$ cat config.mk
export PLATFORM = sky130hd
export DESIGN_NAME = sad_stream_engine_flat
export DESIGN_NICKNAME = d
export VERILOG_FILES = /design/src/rtl/sad_stream_if.sv /design/src/rtl/sad_stream_engine.sv /design/src/flat_wrapper.sv
export SDC_FILE = /design/constraint.sdc
export NUM_CORES = 1
export LEC_CHECK = 0
export CAP_MARGIN = 20
export CORE_UTILIZATION = 35
export CTS_CLUSTER_SIZE = 8
export DETAILED_ROUTE_END_ITERATION = 6
export SKIP_LAST_GASP = 1
export SYNTH_ARGS = -nofsm -noshare
export SYNTH_HDL_FRONTEND = slang
export SYNTH_SLANG_ARGS = --single-unit
$ cat constraint.sdc
create_clock -name clk -period 20.3 [get_ports clk]
set_input_delay 4.06 -clock clk [delete_from_list [all_inputs] [get_ports clk]]
set_output_delay 4.06 -clock clk [all_outputs]
set_load 0.1 [all_outputs]
$ cat src/rtl/sad_stream_if.sv
// Beat-in / result-out stream bundle for sad_stream_engine.
// slave = engine side, master = producer/consumer side.
interface sad_stream_if #(
  parameter int DATA_W    = 8,
  parameter int LANES     = 4,
  parameter int SUM_W     = 32,
  parameter int WIN_CNT_W = 8
);
  logic                    in_valid;
  logic                    in_ready;
  logic [LANES*DATA_W-1:0] a_data;
  logic [LANES*DATA_W-1:0] b_data;
  logic                    out_valid;
  logic                    out_ready;
  logic [SUM_W-1:0]        sad_out;
  logic [WIN_CNT_W-1:0]    win_idx;
  logic [SUM_W-1:0]        min_sad;
  logic [WIN_CNT_W-1:0]    min_idx;

  modport slave (
    input  in_valid, a_data, b_data, out_ready,
    output in_ready, out_valid, sad_out, win_idx, min_sad, min_idx
  );
  modport master (
    output in_valid, a_data, b_data, out_ready,
    input  in_ready, out_valid, sad_out, win_idx, min_sad, min_idx
  );
endinterface

$ cat src/rtl/sad_stream_engine.sv
// Streaming SAD engine: LANES pairs/beat, WIN_LEN beats/window, N windows/job.
// Optional macro SAD_SATURATE_EN: saturating accumulator plus sticky sat_flag.
module sad_stream_engine #(
  parameter int DATA_W    = 8,
  parameter int LANES     = 4,
  parameter int WIN_LEN   = 16,
  parameter int SUM_W     = 32,
  parameter int WIN_CNT_W = 8
) (
  input  logic                 clk,
  input  logic                 rst,
  input  logic                 start,
  input  logic [WIN_CNT_W-1:0] num_win,
  output logic                 busy,
  output logic                 done,
  sad_stream_if.slave          bus
`ifdef SAD_SATURATE_EN
  ,
  output logic                 sat_flag
`endif
);
  localparam int BEAT_W = (WIN_LEN > 1) ? $clog2(WIN_LEN) : 1;

  typedef enum logic [1:0] {IDLE, RUN, DRAIN} state_t;
  state_t state_q, state_d;

  logic [LANES-1:0][DATA_W-1:0] a_lane, b_lane, diff_q, diff_d;
  logic [WIN_CNT_W-1:0] num_win_q, num_win_d, in_win_q, in_win_d, res_cnt_q, res_cnt_d;
  logic [WIN_CNT_W-1:0] win_idx_q, win_idx_d, min_idx_q, min_idx_d;
  logic [BEAT_W-1:0]    beat_q, beat_d;
  logic [SUM_W-1:0]     acc_q, acc_d, sad_q, sad_d, min_sad_q, min_sad_d;
  logic [SUM_W-1:0]     lane_sum, base, acc_nxt;
  logic s1_vld_q, s1_vld_d, s1_first_q, s1_first_d, s1_last_q, s1_last_d;
  logic out_valid_q, out_valid_d, done_q, done_d, in_ready;
  logic accept, retire, stall, fire, last_beat, job_end, start_go;
`ifdef SAD_SATURATE_EN
  logic [SUM_W:0] acc_wide;
  logic sat_q, sat_d, ovf;
`endif

  assign a_lane    = bus.a_data;
  assign b_lane    = bus.b_data;
  assign accept    = bus.in_valid && in_ready;
  assign retire    = out_valid_q && bus.out_ready;
  // Only a window-closing beat needs the slot; partial sums keep flowing.
  assign stall     = s1_vld_q && s1_last_q && out_valid_q && !bus.out_ready;
  assign fire      = s1_vld_q && !stall;
  assign last_beat = (beat_q == BEAT_W'(WIN_LEN - 1));
  assign job_end   = accept && last_beat && (in_win_q == num_win_q - WIN_CNT_W'(1));
  assign start_go  = (state_q == IDLE) && start;

  always_ff @(posedge clk) begin
    if (rst) state_q <= IDLE;
    else     state_q <= state_d;
  end

  always_comb begin
    state_d = state_q;
    case (state_q)
      IDLE:    if (start)                  state_d = RUN;
      RUN:     if (job_end)                state_d = DRAIN;
      DRAIN:   if (retire && !s1_vld_q)    state_d = IDLE;
      default:                             state_d = IDLE;
    endcase
  end

  always_comb begin
    busy     = (state_q != IDLE);
    in_ready = (state_q == RUN) && (!out_valid_q || bus.out_ready);
    done_d   = (state_q == DRAIN) && retire && !s1_vld_q;
  end

  always_comb begin
    lane_sum = '0;
    for (int i = 0; i < LANES; i++) lane_sum = lane_sum + SUM_W'(diff_q[i]);
    base = s1_first_q ? '0 : acc_q;
`ifdef SAD_SATURATE_EN
    acc_wide = {1'b0, base} + {1'b0, lane_sum};
    ovf      = acc_wide[SUM_W];
    acc_nxt  = ovf ? '1 : acc_wide[SUM_W-1:0];
`else
    acc_nxt  = base + lane_sum;
`endif
  end

  always_comb begin
    diff_d      = diff_q;
    num_win_d   = num_win_q;
    in_win_d    = in_win_q;
    res_cnt_d   = res_cnt_q;
    beat_d      = beat_q;
    acc_d       = acc_q;
    sad_d       = sad_q;
    win_idx_d   = win_idx_q;
    min_sad_d   = min_sad_q;
    min_idx_d   = min_idx_q;
    s1_vld_d    = s1_vld_q;
    s1_first_d  = s1_first_q;
    s1_last_d   = s1_last_q;
    out_valid_d = out_valid_q;
`ifdef SAD_SATURATE_EN
    sat_d       = sat_q;
`endif
    if (start_go) begin
      num_win_d = (num_win == '0) ? WIN_CNT_W'(1) : num_win;
      in_win_d  = '0;
      res_cnt_d = '0;
      beat_d    = '0;
      win_idx_d = '0;
      min_sad_d = '0;
      min_idx_d = '0;
`ifdef SAD_SATURATE_EN
      sat_d     = 1'b0;
`endif
    end
    if (accept) begin
      for (int i = 0; i < LANES; i++)
        diff_d[i] = (a_lane[i] > b_lane[i]) ? a_lane[i] - b_lane[i] : b_lane[i] - a_lane[i];
      s1_vld_d   = 1'b1;
      s1_first_d = (beat_q == '0);
      s1_last_d  = last_beat;
      beat_d     = last_beat ? '0 : beat_q + BEAT_W'(1);
      if (last_beat) in_win_d = in_win_q + WIN_CNT_W'(1);
    end else if (fire) begin
      s1_vld_d = 1'b0;
    end
    if (retire) out_valid_d = 1'b0;
    if (fire) begin
      acc_d = acc_nxt;
`ifdef SAD_SATURATE_EN
      if (ovf) sat_d = 1'b1;
`endif
      if (s1_last_q) begin
        sad_d       = acc_nxt;
        win_idx_d   = res_cnt_q;
        out_valid_d = 1'b1;
        res_cnt_d   = res_cnt_q + WIN_CNT_W'(1);
        // Strict less-than keeps the earliest window on a tie.
        if (res_cnt_q == '0 || acc_nxt < min_sad_q) begin
          min_sad_d = acc_nxt;
          min_idx_d = res_cnt_q;
        end
      end
    end
  end

  always_ff @(posedge clk) begin
    if (rst) begin
      diff_q <= '0; num_win_q <= '0; in_win_q <= '0; res_cnt_q <= '0;
      beat_q <= '0; acc_q <= '0; sad_q <= '0; win_idx_q <= '0;
      min_sad_q <= '0; min_idx_q <= '0; s1_vld_q <= 1'b0; s1_first_q <= 1'b0;
      s1_last_q <= 1'b0; out_valid_q <= 1'b0; done_q <= 1'b0;
`ifdef SAD_SATURATE_EN
      sat_q <= 1'b0;
`endif
    end else begin
      diff_q <= diff_d; num_win_q <= num_win_d; in_win_q <= in_win_d; res_cnt_q <= res_cnt_d;
      beat_q <= beat_d; acc_q <= acc_d; sad_q <= sad_d; win_idx_q <= win_idx_d;
      min_sad_q <= min_sad_d; min_idx_q <= min_idx_d; s1_vld_q <= s1_vld_d; s1_first_q <= s1_first_d;
      s1_last_q <= s1_last_d; out_valid_q <= out_valid_d; done_q <= done_d;
`ifdef SAD_SATURATE_EN
      sat_q <= sat_d;
`endif
    end
  end

  assign bus.in_ready  = in_ready;
  assign bus.out_valid = out_valid_q;
  assign bus.sad_out   = sad_q;
  assign bus.win_idx   = win_idx_q;
  assign bus.min_sad   = min_sad_q;
  assign bus.min_idx   = min_idx_q;
  assign done          = done_q;
`ifdef SAD_SATURATE_EN
  assign sat_flag      = sat_q;
`endif
endmodule

$ cat src/flat_wrapper.sv
// flat-port wrapper written by rule: the top's interface ports become plain ports
module sad_stream_engine_flat 
#(
  parameter int DATA_W    = 8,
  parameter int LANES     = 4,
  parameter int WIN_LEN   = 16,
  parameter int SUM_W     = 32,
  parameter int WIN_CNT_W = 8
)
  (clk, rst, start, num_win, busy, done, bus_in_valid, bus_a_data, bus_b_data, bus_out_ready, bus_in_ready, bus_out_valid, bus_sad_out, bus_win_idx, bus_min_sad, bus_min_idx);
  sad_stream_if #(.DATA_W(DATA_W), .LANES(LANES), .SUM_W(SUM_W), .WIN_CNT_W(WIN_CNT_W)) bus_i ();
  input  logic clk;
  input  logic rst;
  input  logic start;
  input  logic [WIN_CNT_W-1:0] num_win;
  output logic busy;
  output logic done;
  input wire logic [$bits(bus_i.in_valid)-1:0] bus_in_valid;
  input wire logic [$bits(bus_i.a_data)-1:0] bus_a_data;
  input wire logic [$bits(bus_i.b_data)-1:0] bus_b_data;
  input wire logic [$bits(bus_i.out_ready)-1:0] bus_out_ready;
  output wire logic [$bits(bus_i.in_ready)-1:0] bus_in_ready;
  output wire logic [$bits(bus_i.out_valid)-1:0] bus_out_valid;
  output wire logic [$bits(bus_i.sad_out)-1:0] bus_sad_out;
  output wire logic [$bits(bus_i.win_idx)-1:0] bus_win_idx;
  output wire logic [$bits(bus_i.min_sad)-1:0] bus_min_sad;
  output wire logic [$bits(bus_i.min_idx)-1:0] bus_min_idx;
  assign bus_i.in_valid = bus_in_valid;
  assign bus_i.a_data = bus_a_data;
  assign bus_i.b_data = bus_b_data;
  assign bus_i.out_ready = bus_out_ready;
  assign bus_in_ready = bus_i.in_ready;
  assign bus_out_valid = bus_i.out_valid;
  assign bus_sad_out = bus_i.sad_out;
  assign bus_win_idx = bus_i.win_idx;
  assign bus_min_sad = bus_i.min_sad;
  assign bus_min_idx = bus_i.min_idx;
  sad_stream_engine #(.DATA_W(DATA_W), .LANES(LANES), .WIN_LEN(WIN_LEN), .SUM_W(SUM_W), .WIN_CNT_W(WIN_CNT_W)) u_core (.clk(clk), .rst(rst), .start(start), .num_win(num_win), .busy(busy), .done(done), .bus(bus_i));
endmodule
# ---- Word level (Yosys, flattened, before mapping)
# Index checks and enable logic that the tools add are counted.
dict set report word_totals {
  ff_bits 179
  in_bits 77
  output_inout_bits 84
  wordCells 110
}
dict set report op_classes {
  n_addsub 16
  order_cmp 5
  n_eq_ne 7
  n_mux 35
  n_reduce_logical 28
}
# operator count
set op_table {}
lappend op_table {{2-to-1 mux 32 bit} 5}
lappend op_table {{2-to-1 mux 8 bit} 18}
lappend op_table {{adder 32 x 8 -> 32 bit} 2}
lappend op_table {{subtractor 8 bit} 8}
lappend op_table {{adder 32 bit} 1}
lappend op_table {{greater-than comparator 8 bit} 4}
lappend op_table {{less-than comparator 32 bit} 1}
lappend op_table {{adder 8 x 1 -> 8 bit (second input constant)} 2}
lappend op_table {{zero test 8 bit} 2}
lappend op_table {{logical AND 1 bit} 13}
lappend op_table {{2-to-1 mux 4 bit} 3}
lappend op_table {{adder 8 x 8 -> 9 bit} 1}
lappend op_table {{== test 8 bit} 1}
lappend op_table {{subtractor 8 x 1 -> 8 bit (second input constant)} 1}
lappend op_table {{2-to-1 mux 2 bit} 3}
lappend op_table {{case mux 2 bit (3 select lines)} 1}
lappend op_table {{nonzero test 2 bit} 3}
lappend op_table {{2-to-1 mux 1 bit} 5}
lappend op_table {{adder 4 x 1 -> 4 bit (second input constant)} 1}
lappend op_table {{== test 4 bit (second input constant)} 1}
lappend op_table {{zero test 1 bit} 4}
lappend op_table {{zero test 4 bit} 1}
lappend op_table {{inequality test 2 x 1 -> 1 bit (second input constant)} 2}
lappend op_table {{AND reduction 3 bit} 1}
lappend op_table {{6 further kinds} 7}

# ---- Logic depth before layout (Yosys ltp)
# Gate-level depths: netlist of run 1.
dict set report logic_depth {
  ltp_word 9
  depth_mapped 31
}

# ---- Worst setup path before layout of run 1
# No wires, ideal clock.
dict set report synth_timing {
  path_kind {input to output}
  from {input port bus_out_ready}
  to {output port bus_in_ready}
  t_arrival_ns 4.975
  path_slack_ns 11.265
  cell_stages 2
  n_path_buf 0
  cell_sequence {nand2b_1 -> and2_1}
}
dict set report synth_via {
  elab_chain_len 2
}
# element line
set synth_lines {}
lappend synth_lines {{start: declaration} flat_wrapper.sv:21} ;# input wire logic [$bits(bus_i.out_ready)-1:0] bus_out_ready;
lappend synth_lines {{logical OR 1 bit} sad_stream_engine.sv:69} ;# in_ready = (state_q == RUN) && (!out_valid_q || bus.out_ready);
lappend synth_lines {{logical AND 1 bit} sad_stream_engine.sv:69}
lappend synth_lines {{end: declaration} flat_wrapper.sv:22} ;# output wire logic [$bits(bus_i.in_ready)-1:0] bus_in_ready;
# No other way between the ends.

# ---- Final worst setup path of run 1
# Ends and elaborated chain as after synthesis.

==> metrics.md, run 1 <==
| Metric | Value |
|---|---|
| Post-CTS Resized | `0` |
| Flop pwr share | `35.7%` |
| Worst r2r src | `u_core.diff_q[0]$_SDFFE_PP0P_` |
| Min-delay src | `u_core.bus.sad_out[14]$_SDFFE_PP0P_` |
| Max Cap Violations | `0` |
| Global route overflow | `0` |
| Io pins | `161` |
| Mapped Area | `12090 µm²` |
| FF-to-FF End | `u_core.bus.min_sad[26]$_SDFF_PP0_` |
| First-pass GRT wire length | `51.62 mm` |
| Ys Warns | `0` |
| Mapped Avg Cell Area | `7.734 µm²` |
| Post-DR vias/cell | `5.152` |
| Setup CP Type | `in -> out` |
| Die area | `between 30000 and 40000 µm²` |
| Core area | `roughly 34000 µm²` |
| Area contributors post-synth | `dfxtp_1 30%, ha_1 12%, a21oi_1 7.7%` |
| Row count | `67` |
| Root Buffer | `clkbuf_16` |
| Cells after Synth | `1563` |
| Pint | `668.7 µW` |
| Critical Path Start Type | `input port` |
| Die Height | `~190 µm` |
| Synth top area share | `about 30%` |
| Vias in the first global route | `between 10000 and 15000` |
| ANT nets after route | `0` |
| Die X | `about 190 µm` |
| CP endpoint kind | `output port` |
| Status | `finished clean` |
| Routed Wire Length | `31.20 mm` |
| Cell Count Post-Placement | `2098` |
| CTS Hold Buffers Added | `0` |
| Sw Share | `between 30 and 40%` |
| Initial antenna violation count | `0` |
| Area Growth Syn to Fin | `21.18%` |
| Pwr dens | `72.25 nW/µm²` |
| TritonCTS Buffers | `17` |
| Tmin final | `10.19 ns` |
| Yosys top cell by area | `dfxtp_1` |
| Starting Density | `35.78%` |
| Final net count | `1891` |
| Reg2reg path depth | `29` |
| GRT Util Overall | `approximately 18%` |
| Routed len/inst | `between 10 and 15 µm` |
| Final Hold Viols | `0` |
| Vias post-DR | `10980` |
| Maximum buffer depth of the clock tree | `2` |
| Synth Register Bits | `179` |
| Multi-input gate area | `between 7000 and 8000 µm²` |
| Hold Crit Class | `reg -> reg` |
| Final HPWL DP | `22.78 mm` |
| CTS tree | `built` |
| Number of flops mapped to enable cells by yosys | `0` |
| Relative slew margins | `just under 30%` |
| # clock sinks | `around 180` |
| Clock skew | `0.01455 ns` |
| Worst-Skew Late Latency | `about 0.44 ns` |
| F_max | `0.09814 GHz` |
| Drt pass-1 iters | `5` |
| Crit path required time | `16.24 ns` |
| Post-synth top flop | `dfxtp_1` |
| Setup slack after layout | `between 10 and 15 ns` |
| Worst vdd ir | `0.00005867 V` |
| Asr flop ratio synth | `0%` |
| Comb power frac | `32.0%` |
| Ant diodes | `0` |
| Reg area | `3583 µm²` |
| Hold endpoint | `u_core.bus.sad_out[14]$_SDFFE_PP0P_` |
| Worst Tran Pin Value | `between 1 and 1.5 ns` |
| LEAKAGE | `0.005801 µW` |
| Clock power share | `about a third` |
| Fillers | `3357` |
| IO Port Bufs | `160` |
| Final Non-Filler Cells | `2131` |
| Worst slack at placement | `10.13 ns` |
| Hold path depth | `2` |
| RSZ-0062 raised after global routing | `no` |
| Fin Setup TNS | `0 ns` |
| Clock transition at the registers of the reported paths | `0.08 ns` |
| Setup Fix Bufs, Post-CTS | `0` |
| DRC | `0` |
| RD Place Congestion | `0.8168` |
| Crit path DAT | `6.13 ns` |
| Unique masters post-synth | `68` |
| H-Tree Depth | `4` |
| Largest net degree at the start of global routing | `86` |
| Part of the cycle the worst path needs | `50.20%` |
| Iter 0 DRT Violations | `727` |
| Final Slew Violations | `0` |
| Post-Syn Nets | `1784` |
| NetSw | `389.6 µW` |
| Final setup vio count | `0` |
| Layout cells sized above 1 | `4.872%` |
| R2R Setup Slk | `12.43 ns` |
| Peak fanout along the critical path | `5` |
| Seq/Total Area, Yosys | `29.64%` |
routing by layer:
layer	track usage [%]	vias to the layer above	part of all wire (%)	wire length [µm]
met2	28.86	257	46	14230
met1	24.46	5105	49	15320
met5	0	-	0	0
li1	-	5586	-	-
met4	5.003	0	1.5	476
met3	2.620	31	3.8	1170
power by group through the flow:
stage               Sequential, µW  Combinational [µW]  Clock, µW
CTS                            378                 341        351
finish                         378                 338        343
global route                   380                 379        366
detailed placement             386                 338          0
global placement               386                 333          0
floorplan                      383                 237          0
metrics by stage:
stage               hold slack (ns)  util, %  cell area [µm²]  power, µW
global route                 0.4719    43.36            14650       1125
detailed placement           0.4456    41.51            14020      724.3
global placement             0.4409    41.51            14020      718.7
floorplan                    0.4318        -            12090      619.9
finish                       0.4566    43.36            14650       1058
CTS                          0.4591    43.32            14630       1069
kinds of logic after synthesis:
group | synth area share (%)
compound gates | 18.60
simple gates | 21.65
mux | 2.329
flops | 29.64
buf+inv | 7.328
xor+xnor | 3.985
fa+ha+maj | 16.46
flip-flops by register name, indices dropped and copies added (netlist names):
| name | count |
|---|---|
| u_core.bus.win_idx | 8 |
| u_core.bus.min_sad | 32 |
| u_core.s1_first_q | 1 |
| u_core.res_cnt_q | 8 |
| u_core.done | 1 |
| u_core.s1_vld_q | 1 |
| u_core.in_win_q | 8 |
| u_core.acc_q | 32 |
| u_core.s1_last_q | 1 |
| u_core.bus.sad_out | 32 |
| u_core.bus.min_idx | 8 |
| u_core.bus.out_valid | 1 |
| u_core.num_win_q | 8 |
| u_core.state_q | 2 |
| u_core.beat_q | 4 |
| u_core.diff_q | 32 |
placed cells by master (no fill, tap or decap), types with 16 or more instances in the layout:
cell type / count
nand2b_1: 23
xnor2_1: 35
nand2_1: 226
dfxtp_1: 179
nor2_1: 88
nor2b_1: 30
o21ai_0: 58
ha_1: 119
nor3_1: 18
a21oi_1: 186
mux2i_1: 18
a211oi_1: 22
o31ai_1: 17
clkbuf_16: 17
clkdlybuf4s50_1: 159
nand3_1: 78
xor2_1: 20
inv_1: 147
a21o_1: 16
nand4_1: 22
fa_1: 25
synth_stat cells (3+ instances only):
library cell	number
nand3b_1	7
xnor2_1	35
a221oi_1	8
buf_2	3
a22oi_1	3
a311o_1	3
a21oi_2	3
xor2_1	20
dfxtp_1	179
o221ai_1	3
nand2_1	228
mux2i_1	18
mux2_2	9
nor2b_1	30
nand2b_1	23
ha_1	119
and3_1	10
o211ai_1	5
a31o_2	3
nor2_1	88
a21o_1	16
or4_1	7
or2_2	7
nor4_1	9
o31ai_1	17
o21ai_2	3
nand4_1	22
nand3_1	78
or3_1	5
a211oi_1	23
inv_1	147
nor4b_1	3
a21boi_0	4
o21bai_1	4
fa_1	25
clkbuf_1	68
o21ai_0	58
a2111oi_0	3
a31oi_1	13
nor3_1	18
a21oi_1	186
or4_4	3
buf_1	12
and4_1	5
layout make-up:
cell class              count  area share, %
multi-input cells        1152          52.16
flip-flops and latches    179          24.46
repair buffers            173          11.63
well taps                 448          3.827
inverters                 147          3.767
clock buffers              17          2.904
clock inverters            15          1.256
how the worst max path moves through the flow:
| stage | startpoint | endpoint | slack, ns | cells past startpoint |
|---|---|---|---|---|
| floorplan | bus_out_ready | bus_in_ready | 11.27 | 2 |
| global placement | bus_out_ready | bus_in_ready | 10.12 | 4 |
| detailed placement | bus_out_ready | bus_in_ready | 10.13 | 4 |
| CTS | bus_out_ready | bus_in_ready | 10.11 | 4 |
| global route | bus_out_ready | bus_in_ready | 10.04 | 4 |
| finish | bus_out_ready | bus_in_ready | 10.11 | 4 |
worst max-delay path: stages:
cell	delay (ns)
clkdlybuf4s50_1	0.51
nand2b_1	0.21
and2_1	0.20
clkdlybuf4s50_1	1.15
Power figures use the tool's default switching activity.
==> run 2, diff against run 1 <==
Clock period 20.3 ns to 9.7 ns, I/O delays scaled along.
==> metrics.md, run 2 (synthesis gave the netlist of run 1 again) <==
| Metric | Value |
|---|---|
| Final net count | `1892` |
| Final Power | `2140 µW` |
| Die X | `between 150 and 200 µm` |
| Row count | `67` |
| # clock sinks | `179` |
| Post-DR vias/cell | `5.159` |
| Crit path required time | `10.05 ns` |
| CTS Hold Buffers Added | `0` |
| Pwr dens | `146.7 nW/µm²` |
| Global route overflow | `0` |
| CP max stage delay | `between 0.6 and 0.7 ns` |
| Layout cells sized above 1 | `4.756%` |
| Worst vdd ir | `0.0001453 V` |
| Worst r2r src | `u_core.diff_q[0]$_SDFFE_PP0P_` |
| Commonest non-fill, non-tap cells in the layout | `226 x nand2_1, 186 x a21oi_1, 179 x dfxtp_1, 159 x clkdlybuf4s50_1, 147 x inv_1` |
| Iter 0 DRT Violations | `between 700 and 800` |
| H-Tree Depth | `4` |
| Max Cap Violations | `0` |
| Clock power share | `30.2%` |
| Clock skew | `between 0.01 and 0.015 ns` |
| Root Buffer | `clkbuf_16` |
| Worst Setup SP | `u_core.diff_q[0]$_SDFFE_PP0P_` |
| GRT Util Overall | `between 10% and 20%` |
| Comb power frac | `roughly a third` |
| Peak fanout along the critical path | `27` |
| Critical Path Start Type | `flip-flop` |
| Worst Tran Pin Value | `1.028 ns` |
| Maximum buffer depth of the clock tree | `2` |
| Crit path DAT | `8.23 ns` |
| Hold Crit Class | `reg -> reg` |
| Ant diodes | `0` |
| Sw Share | `36.18%` |
| CTS tree | `built` |
| TritonCTS Buffers | `17` |
| Post-route design area | `14590 µm²` |
| Worst-Skew Late Latency | `0.43 ns` |
| NetSw | `774.2 µW` |
| DRC | `0` |
| F_max | `roughly 0.13 GHz` |
| Final core occ | `approximately 43%` |
| Initial antenna violation count | `0` |
| Io pins | `161` |
| LEAKAGE | `between 0.005 and 0.006 µW` |
| Die area | `35280 µm²` |
| Min-delay src | `u_core.acc_q[9]$_SDFFE_PP0P_` |
| Starting Density | `35.78%` |
| Final HPWL DP | `about 24 mm` |
| Part of the cycle the worst path needs | `81.23%` |
| IO Port Bufs | `160` |
| Post-CTS Resized | `0` |
| Area Growth Syn to Fin | `20.68%` |
| Worst path slowest cell | `a211o_1` |
| Commonest non-fill, non-tap cell in the layout | `nand2_1` |
| Placed instance area | `between 10000 and 15000 µm²` |
| Core area | `around 34000 µm²` |
| Die Height | `187.8 µm` |
| Routed Wire Length | `about 32 mm` |
| Flop pwr share | `a little under two fifths` |
| RSZ-0062 raised after global routing | `no` |
| Final setup vio count | `0` |
| Fin Setup TNS | `0 ns` |
| Final Hold Viols | `0` |
| Routed len/inst | `14.97 µm` |
| CP endpoint kind | `flip-flop` |
| Largest net degree at the start of global routing | `85` |
| ANT nets after route | `0` |
| Status | `finished clean` |
| Setup Fix Bufs, Post-CTS | `0` |
| Setup CP Type | `reg -> reg` |
| Pint | `approximately 1400 µW` |
| Fillers | `3414` |
| Relative slew margins | `31.24%` |
| First-pass GRT wire length | `52.56 mm` |
| Clock transition at the registers of the reported paths | `0.07 ns` |
| Vias post-DR | `10990` |
| Tmin final | `7.879 ns` |
| Drt pass-1 iters | `5` |
| RD Place Congestion | `0.8563` |
| Final Slew Violations | `0` |
| Vias in the first global route | `10450` |
## run 2: worst paths after layout
| kind | endpoint | slack [ns] | depth (start not counted) |
|---|---|---|---|
| worst max-delay path | u_core.bus.min_sad[16]$_SDFF_PP0_ | 1.82 | 29 |
| worst min-delay path | u_core.acc_q[9]$_SDFFE_PP0P_ | 0.45 | 2 |
| worst max register to register | u_core.bus.min_sad[16]$_SDFF_PP0_ | 1.82 | 29 |
| worst min register to register | u_core.acc_q[9]$_SDFFE_PP0P_ | 0.45 | 2 |
## run 2: metrics by stage
stage          worst slack [ns]  hold slack (ns)  instances
6_report                  1.821           0.4504       2130
5_1_grt                   1.154           0.4739       2130
4_1_cts                   1.390           0.4538       2129
3_5_place_dp              1.445           0.4447       2099
3_3_place_gp              1.683           0.4384       2099
2_1_floorplan             3.284           0.4318       1563
## run 2: routing by layer
layer / global-route usage [%] / routed length (µm) / up-vias
met3: 2.845 / 1325 / 22
met4: 3.440 / 276 / 0
met2: 29.33 / 14560 / 227
li1: - / - / 5575
met1: 25.13 / 15730 / 5164
met5: 0 / 0 / -
## run 2: critical path: cells and delay by family (launching register included)
| kind | cells | cell delay, ns |
|---|---|---|
| flops | 1 | 0.34 |
| buf+inv | 5 | 0.77 |
| compound gates | 8 | 2.12 |
| fa+ha+maj | 6 | 2.25 |
| xor+xnor | 1 | 0.10 |
| mux | 1 | 0.42 |
| simple gates | 8 | 1.81 |
## run 2: power groups by stage
stage	Clock (µW)	Combinational [µW]	Sequential (µW)
after global routing	693	778	800
final	647	698	796
after global placement	0	688	812
after floorplan	0	496	801
after detailed placement	0	698	813
after CTS	666	701	796
## run 2: final cells by class
class / instances / area, µm² / area share (%)
flip-flops and latches: 179 / 3583 / 24.56
clock inverters: 11 / 101.3 / 0.6947
well taps: 448 / 560.5 / 3.843
inverters: 147 / 551.8 / 3.782
clock buffers: 19 / 442.9 / 3.036
multi-input cells: 1152 / 7640 / 52.37
repair buffers: 174 / 1708 / 11.71
